### src/rtl/layer_sequencer.sv
// Layer sequencer: streams an input vector into a serial layer datapath,
// runs N_LAYERS passes with feedback, then drains the result vector out.
// Each pass is a frame of SIZE+1 slots: slot 0 clears the accumulator,
// slots 1..SIZE carry one data word each.
module layer_sequencer #(
  parameter int SIZE     = 3,
  parameter int BIT_SIZE = 1,
  parameter int N_LAYERS = 2,
  localparam int AW = (N_LAYERS * SIZE > 1) ? $clog2(N_LAYERS * SIZE) : 1
) (
  input  logic                clk,
  input  logic                rst_n,
  input  logic                start,
  input  logic                in_valid,
  output logic                in_ready,
  input  logic [BIT_SIZE-1:0] in_data,
  input  logic [BIT_SIZE-1:0] y_in,
  output logic [BIT_SIZE-1:0] lyr_x,
  output logic                lyr_sel,
  output logic                lyr_clr,
  output logic                lyr_en,
  output logic [AW-1:0]       w_addr,
  output logic                out_valid,
  input  logic                out_ready,
  output logic [BIT_SIZE-1:0] out_data,
  output logic                busy,
  output logic                done
);

  localparam int SW = $clog2(SIZE + 1);
  localparam int LW = (N_LAYERS > 1) ? $clog2(N_LAYERS) : 1;

  localparam logic [SW-1:0] SLOT_LAST  = SW'(SIZE);
  localparam logic [LW-1:0] LAYER_LAST = LW'(N_LAYERS - 1);
  localparam logic [AW-1:0] LAYER_STEP = AW'(SIZE);

  typedef enum logic [2:0] {
    IDLE    = 3'd0,
    LOAD    = 3'd1,
    COMPUTE = 3'd2,
    DRAIN   = 3'd3,
    DONE    = 3'd4
  } state_t;

  state_t              state_reg, state_next;
  logic [SW-1:0]       slot_reg, slot_next;
  logic [LW-1:0]       layer_reg, layer_next;
  // base_reg tracks layer_reg*SIZE incrementally so no multiplier is needed
  logic [AW-1:0]       base_reg, base_next;
  logic                hold_valid_reg;
  logic [BIT_SIZE-1:0] hold_data_reg;

  logic          data_slot;
  logic          last_slot;
  logic          advance;
  logic [SW-1:0] slot_m1;
  logic [AW-1:0] slot_addr;

  assign data_slot = (slot_reg != '0);
  assign last_slot = (slot_reg == SLOT_LAST);
  assign slot_m1   = slot_reg - SW'(1);
  // Slot 0 presents the first address of the layer so it is ready early
  assign slot_addr = data_slot ? (base_reg + AW'(slot_m1)) : base_reg;

  // State, slot and layer registers
  always_ff @(posedge clk or negedge rst_n) begin
    if (!rst_n) begin
      state_reg <= IDLE;
      slot_reg  <= '0;
      layer_reg <= '0;
      base_reg  <= '0;
    end else begin
      state_reg <= state_next;
      slot_reg  <= slot_next;
      layer_reg <= layer_next;
      base_reg  <= base_next;
    end
  end

  // Captures the presented result word on a stall so out_data stays put
  always_ff @(posedge clk or negedge rst_n) begin
    if (!rst_n) begin
      hold_valid_reg <= 1'b0;
      hold_data_reg  <= '0;
    end else if (out_valid && out_ready) begin
      hold_valid_reg <= 1'b0;
    end else if (out_valid && !hold_valid_reg) begin
      hold_valid_reg <= 1'b1;
      hold_data_reg  <= y_in;
    end
  end

  // Next-state and output decode; outputs default to their reset values
  always_comb begin
    state_next = state_reg;
    slot_next  = slot_reg;
    layer_next = layer_reg;
    base_next  = base_reg;
    advance    = 1'b0;
    busy       = 1'b0;
    done       = 1'b0;
    in_ready   = 1'b0;
    out_valid  = 1'b0;
    lyr_sel    = 1'b0;
    lyr_en     = 1'b0;
    lyr_clr    = 1'b1;
    w_addr     = '0;
    lyr_x      = '0;
    out_data   = '0;

    // While reset is held every output shows its reset value immediately
    if (rst_n) begin
      case (state_reg)
        IDLE: begin
          lyr_en = 1'b1;
          if (start) begin
            state_next = LOAD;
            slot_next  = '0;
            layer_next = '0;
            base_next  = '0;
          end
        end

        LOAD: begin
          busy    = 1'b1;
          lyr_sel = 1'b1;
          lyr_clr = !data_slot;
          w_addr  = slot_addr;
          if (data_slot) begin
            in_ready = 1'b1;
            lyr_x    = in_data;
            lyr_en   = in_valid;
            advance  = in_valid;
          end else begin
            lyr_en  = 1'b1;
            advance = 1'b1;
          end
          if (advance) begin
            if (last_slot) begin
              slot_next = '0;
              if (N_LAYERS > 1) begin
                state_next = COMPUTE;
                layer_next = LW'(1);
                base_next  = base_reg + LAYER_STEP;
              end else begin
                state_next = DRAIN;
              end
            end else begin
              slot_next = slot_reg + SW'(1);
            end
          end
        end

        COMPUTE: begin
          busy    = 1'b1;
          lyr_en  = 1'b1;
          lyr_clr = !data_slot;
          w_addr  = slot_addr;
          if (last_slot) begin
            slot_next = '0;
            if (layer_reg == LAYER_LAST) begin
              state_next = DRAIN;
            end else begin
              layer_next = layer_reg + LW'(1);
              base_next  = base_reg + LAYER_STEP;
            end
          end else begin
            slot_next = slot_reg + SW'(1);
          end
        end

        DRAIN: begin
          busy    = 1'b1;
          lyr_clr = !data_slot;
          w_addr  = slot_addr;
          if (data_slot) begin
            out_valid = 1'b1;
            out_data  = hold_valid_reg ? hold_data_reg : y_in;
            lyr_en    = out_ready;
            advance   = out_ready;
          end else begin
            lyr_en  = 1'b1;
            advance = 1'b1;
          end
          if (advance) begin
            if (last_slot) begin
              slot_next  = '0;
              state_next = DONE;
            end else begin
              slot_next = slot_reg + SW'(1);
            end
          end
        end

        DONE: begin
          done   = 1'b1;
          lyr_en = 1'b1;
          slot_next  = '0;
          layer_next = '0;
          base_next  = '0;
          state_next = start ? LOAD : IDLE;
        end

        default: begin
          state_next = IDLE;
          slot_next  = '0;
          layer_next = '0;
          base_next  = '0;
        end
      endcase
    end
  end

endmodule

### config.mk
export PLATFORM = sky130hd
export DESIGN_NAME = layer_sequencer
export DESIGN_NICKNAME = d
export VERILOG_FILES = /design/src/rtl/layer_sequencer.sv
export SDC_FILE = /design/constraint.sdc
export NUM_CORES = 1
export LEC_CHECK = 0
export BUFFER_PORTS_ARGS = -buffer_cell sky130_fd_sc_hd__buf_2
export CAP_MARGIN = 20
export CORE_MARGIN = 2
export CORE_UTILIZATION = 25
export CTS_BUF_LIST = sky130_fd_sc_hd__clkbuf_4 sky130_fd_sc_hd__clkbuf_8
export DETAILED_ROUTE_END_ITERATION = 12
export PLACE_DENSITY = 0.46
export SETUP_SLACK_MARGIN = 0.05
export SYNTH_ARGS = -nofsm -noshare
export SYNTH_HDL_FRONTEND = slang
export SYNTH_SLANG_ARGS = --single-unit
### constraint.sdc
create_clock -name clk -period 1.6 [get_ports clk]
set_input_delay 0.08 -clock clk [delete_from_list [all_inputs] [get_ports clk]]
set_output_delay 0.08 -clock clk [all_outputs]
set_load 0.05 [all_outputs]
==> results.json <==
{
  "holdWs_ns": -0.00754,
  "vias_per_cell": 4.58,
  "die-area_sq_mm": 0.00416,
  "syn_inst": 102,
  "grt_pass1_vias": 960,
  "path_buf_inv": 3,
  "crit_required_ns": 1.52,
  "crit_end": "w_addr[1]",
  "fin_ws_ns": -0.335,
  "power_frac_comb_pct": 80.7,
  "final_common_cell": "buf_4",
  "drtIter0Drc": 8,
  "cts_tree": "built",
  "grt_max_degree": 11,
  "reg2reg_depth": 9,
  "post-route-min-period_ns": 1.94,
  "switching_share_pct": 44.7,
  "area_growth_pct": 93.7,
  "dieHeight_um": 64.5,
  "clock_latency_ns": 0.28,
  "internal_power_mw": 2.14,
  "postSynth.asyncResetShare_pct": 100,
  "synth_cell_types": 44,
  "max_slew_margin_pct": 77.0,
  "finalPower_mw": 3.87,
  "first_pass_iters": 4,
  "startpoint": "slot_reg[0]",
  "p_clk_share_pct": 5.8,
  "synth_area_leaders": "dfrtp_1, ha_1, mux2i_1, nor2_1, inv_1",
  "cts_made_buffers": 3,
  "synth_largest_area_cell": "dfrtp_1",
  "grt_pass1_wl_mm": 4.44,
  "io_buffers": 18,
  "rsz0062_at_grt": "true",
  "cp_slowest_cell": "fa_2",
  "ys_ff_latch": 11,
  "fmax_mhz": 517,
  "root_buffer": "clkbuf_4",
  "row_count": 21,
  "drv_slew": 0,
  "r2r_end": "state_reg[1]",
  "r2r_setup_slack_ns": -0.12,
  "cp.depth": 7,
  "finalCritPeriodShare_pct": 121,
  "cp-end-kind": "primary output",
  "synth.avg_cell_area_sq_um": 8.98,
  "max_cap_violations": 0,
  "drive_gt1_share_pct": 68.5,
  "ir_drop_mv": 0.823,
  "mostFrequentLayoutCells": "buf_4, buf_6, dfrtp_1",
  "clkTransAtPathRegs_ns": 0.08,
  "worstSetupStartpointType": "register",
  "ant_nets": 0,
  "critPathArrivalTime_ns": 1.86,
  "finalWirelength_mm": 2.70,
  "synth_seq_area_share_pct": 30.1,
  "critical_path_class": "register to primary output",
  "r2r-start": "slot_reg[0]",
  "dp_hpwl_mm": 1.90,
  "tns_ns": -1.44,
  "crit_top_cell": "inv_2",
  "switchingPower_mw": 1.73,
  "layout.nets": 175,
  "num_antenna_cells": 0,
  "synth_nets": 114,
  "ys_warn_count": 0,
  "status": "finished with violations",
  "drcViolationCount": 0,
  "htreeDepth": 1,
  "gp_congestion": 0.779,
  "p_leak_nw": 0.779,
  "grt_usage_pct": 13.5,
  "seqPwrFrac_pct": 13.5,
  "violations": "negative hold slack, negative setup slack",
  "fin_skew_ns": 0.00577,
  "antenna_found_initial": 0,
  "synthFlopType": "dfrtp_1",
  "ios": 19,
  "report.final.setup_viol": 15,
  "clock_path_buffers": 2,
  "powerDensity_mw_per_mm2": 2180,
  "vias": 952,
  "core_sq_mm": 0.00342,
  "cts.sinks": 11,
  "path_cells": "inv_2, ha_4, inv_2, fa_2, mux2i_4, nor2_4, buf_6",
  "routedWlPerCell_um": 13.0,
  "synth-edff-count": 0,
  "tightest_slew_ns": 0.343,
  "start_util_pct": 26.8,
  "hold_viol": 4,
  "cp_max_fo": 2,
  "cp_top_family": "adder cells",
  "max_stage_delay_ns": 0.54,
  "grt_overflow_total": 0,
  "hold_path.class": "input port to async pin",
  "yosysTopAreaCellShare_pct": 30.1,
  "die_x_um": 64.5,
  "netlist_area_sq_um": 916
}
synth_stat cells, types with 2 or more instances:
cell type,count
a31oi_1,2
a21oi_1,2
inv_1,9
dfrtp_1,11
nor2_1,10
o21ai_0,5
nor4_1,2
nand2_1,9
and2_1,3
clkbuf_8,2
mux2i_1,4
nand4_1,2
nor2b_1,3
ha_1,4
and2b_2,2
nand3_1,4
power groups by stage:
stage	logic, mW	registers (mW)	clock network, mW
after floorplan	1.44	0.524	0
after global routing	3.33	0.542	0.253
after CTS	2.71	0.520	0.226
after detailed placement	2.07	0.532	0
after global placement	2.03	0.530	0
final	3.13	0.523	0.224
per-layer routing:
layer / track usage, % / part of all wire, % / vias up
li1: - / - / 481
met1: 18.2 / 45 / 460
met2: 22.3 / 53 / 11
met3: 3.13 / 2.1 / 0
met4: 2.39 / 0 / 0
met5: 0 / 0 / -
cell type report:
cell class / count / area (sq um)
clock buffer: 4 / 30.0
fill: 301 / 1640
inverter: 9 / 38.8
multi-input combinational: 77 / 777
sequential: 11 / 278
tap: 46 / 57.6
timing repair buffer: 61 / 593
how the worst min path moves through the flow:
stage,to,cells after the start,startpoint
final,hold_data_reg,2,rst_n
after global routing,hold_data_reg,2,rst_n
after CTS,hold_data_reg,2,y_in
after detailed placement,hold_valid_reg,1,rst_n
after global placement,hold_data_reg,1,rst_n
after floorplan,base_reg[0],0,rst_n
per-stage QoR:
stage | hold slack [ns] | setup WS (ns) | util [%] | cell area, sq um | instances
floorplan | -0.216 | -0.0871 | - | 995 | 102
global placement | -0.0336 | -0.130 | 37.9 | 1290 | 187
detailed placement | -0.0363 | -0.173 | 37.9 | 1290 | 187
CTS | 0.0591 | -0.343 | 46.6 | 1590 | 200
global route | 0.00408 | -0.412 | 51.9 | 1770 | 208
finish | -0.00754 | -0.335 | 51.9 | 1770 | 208
cell families after synthesis:
group	synth area share, %
simple gates	28.1
xor+xnor	1.91
compound gates	18.2
fa+ha+maj	7.65
buf+inv	8.47
mux	5.60
flops	30.1
timing repair:
action	4_1_cts	5_1_grt
gates resized for setup	55	32
pin swaps	16	17
hold endpoints to repair	11	0
setup endpoints to repair	16	23
buffers inserted	9	10
hold buffers	1	0
No activity file was read; power rests on OpenSTA's default activity.
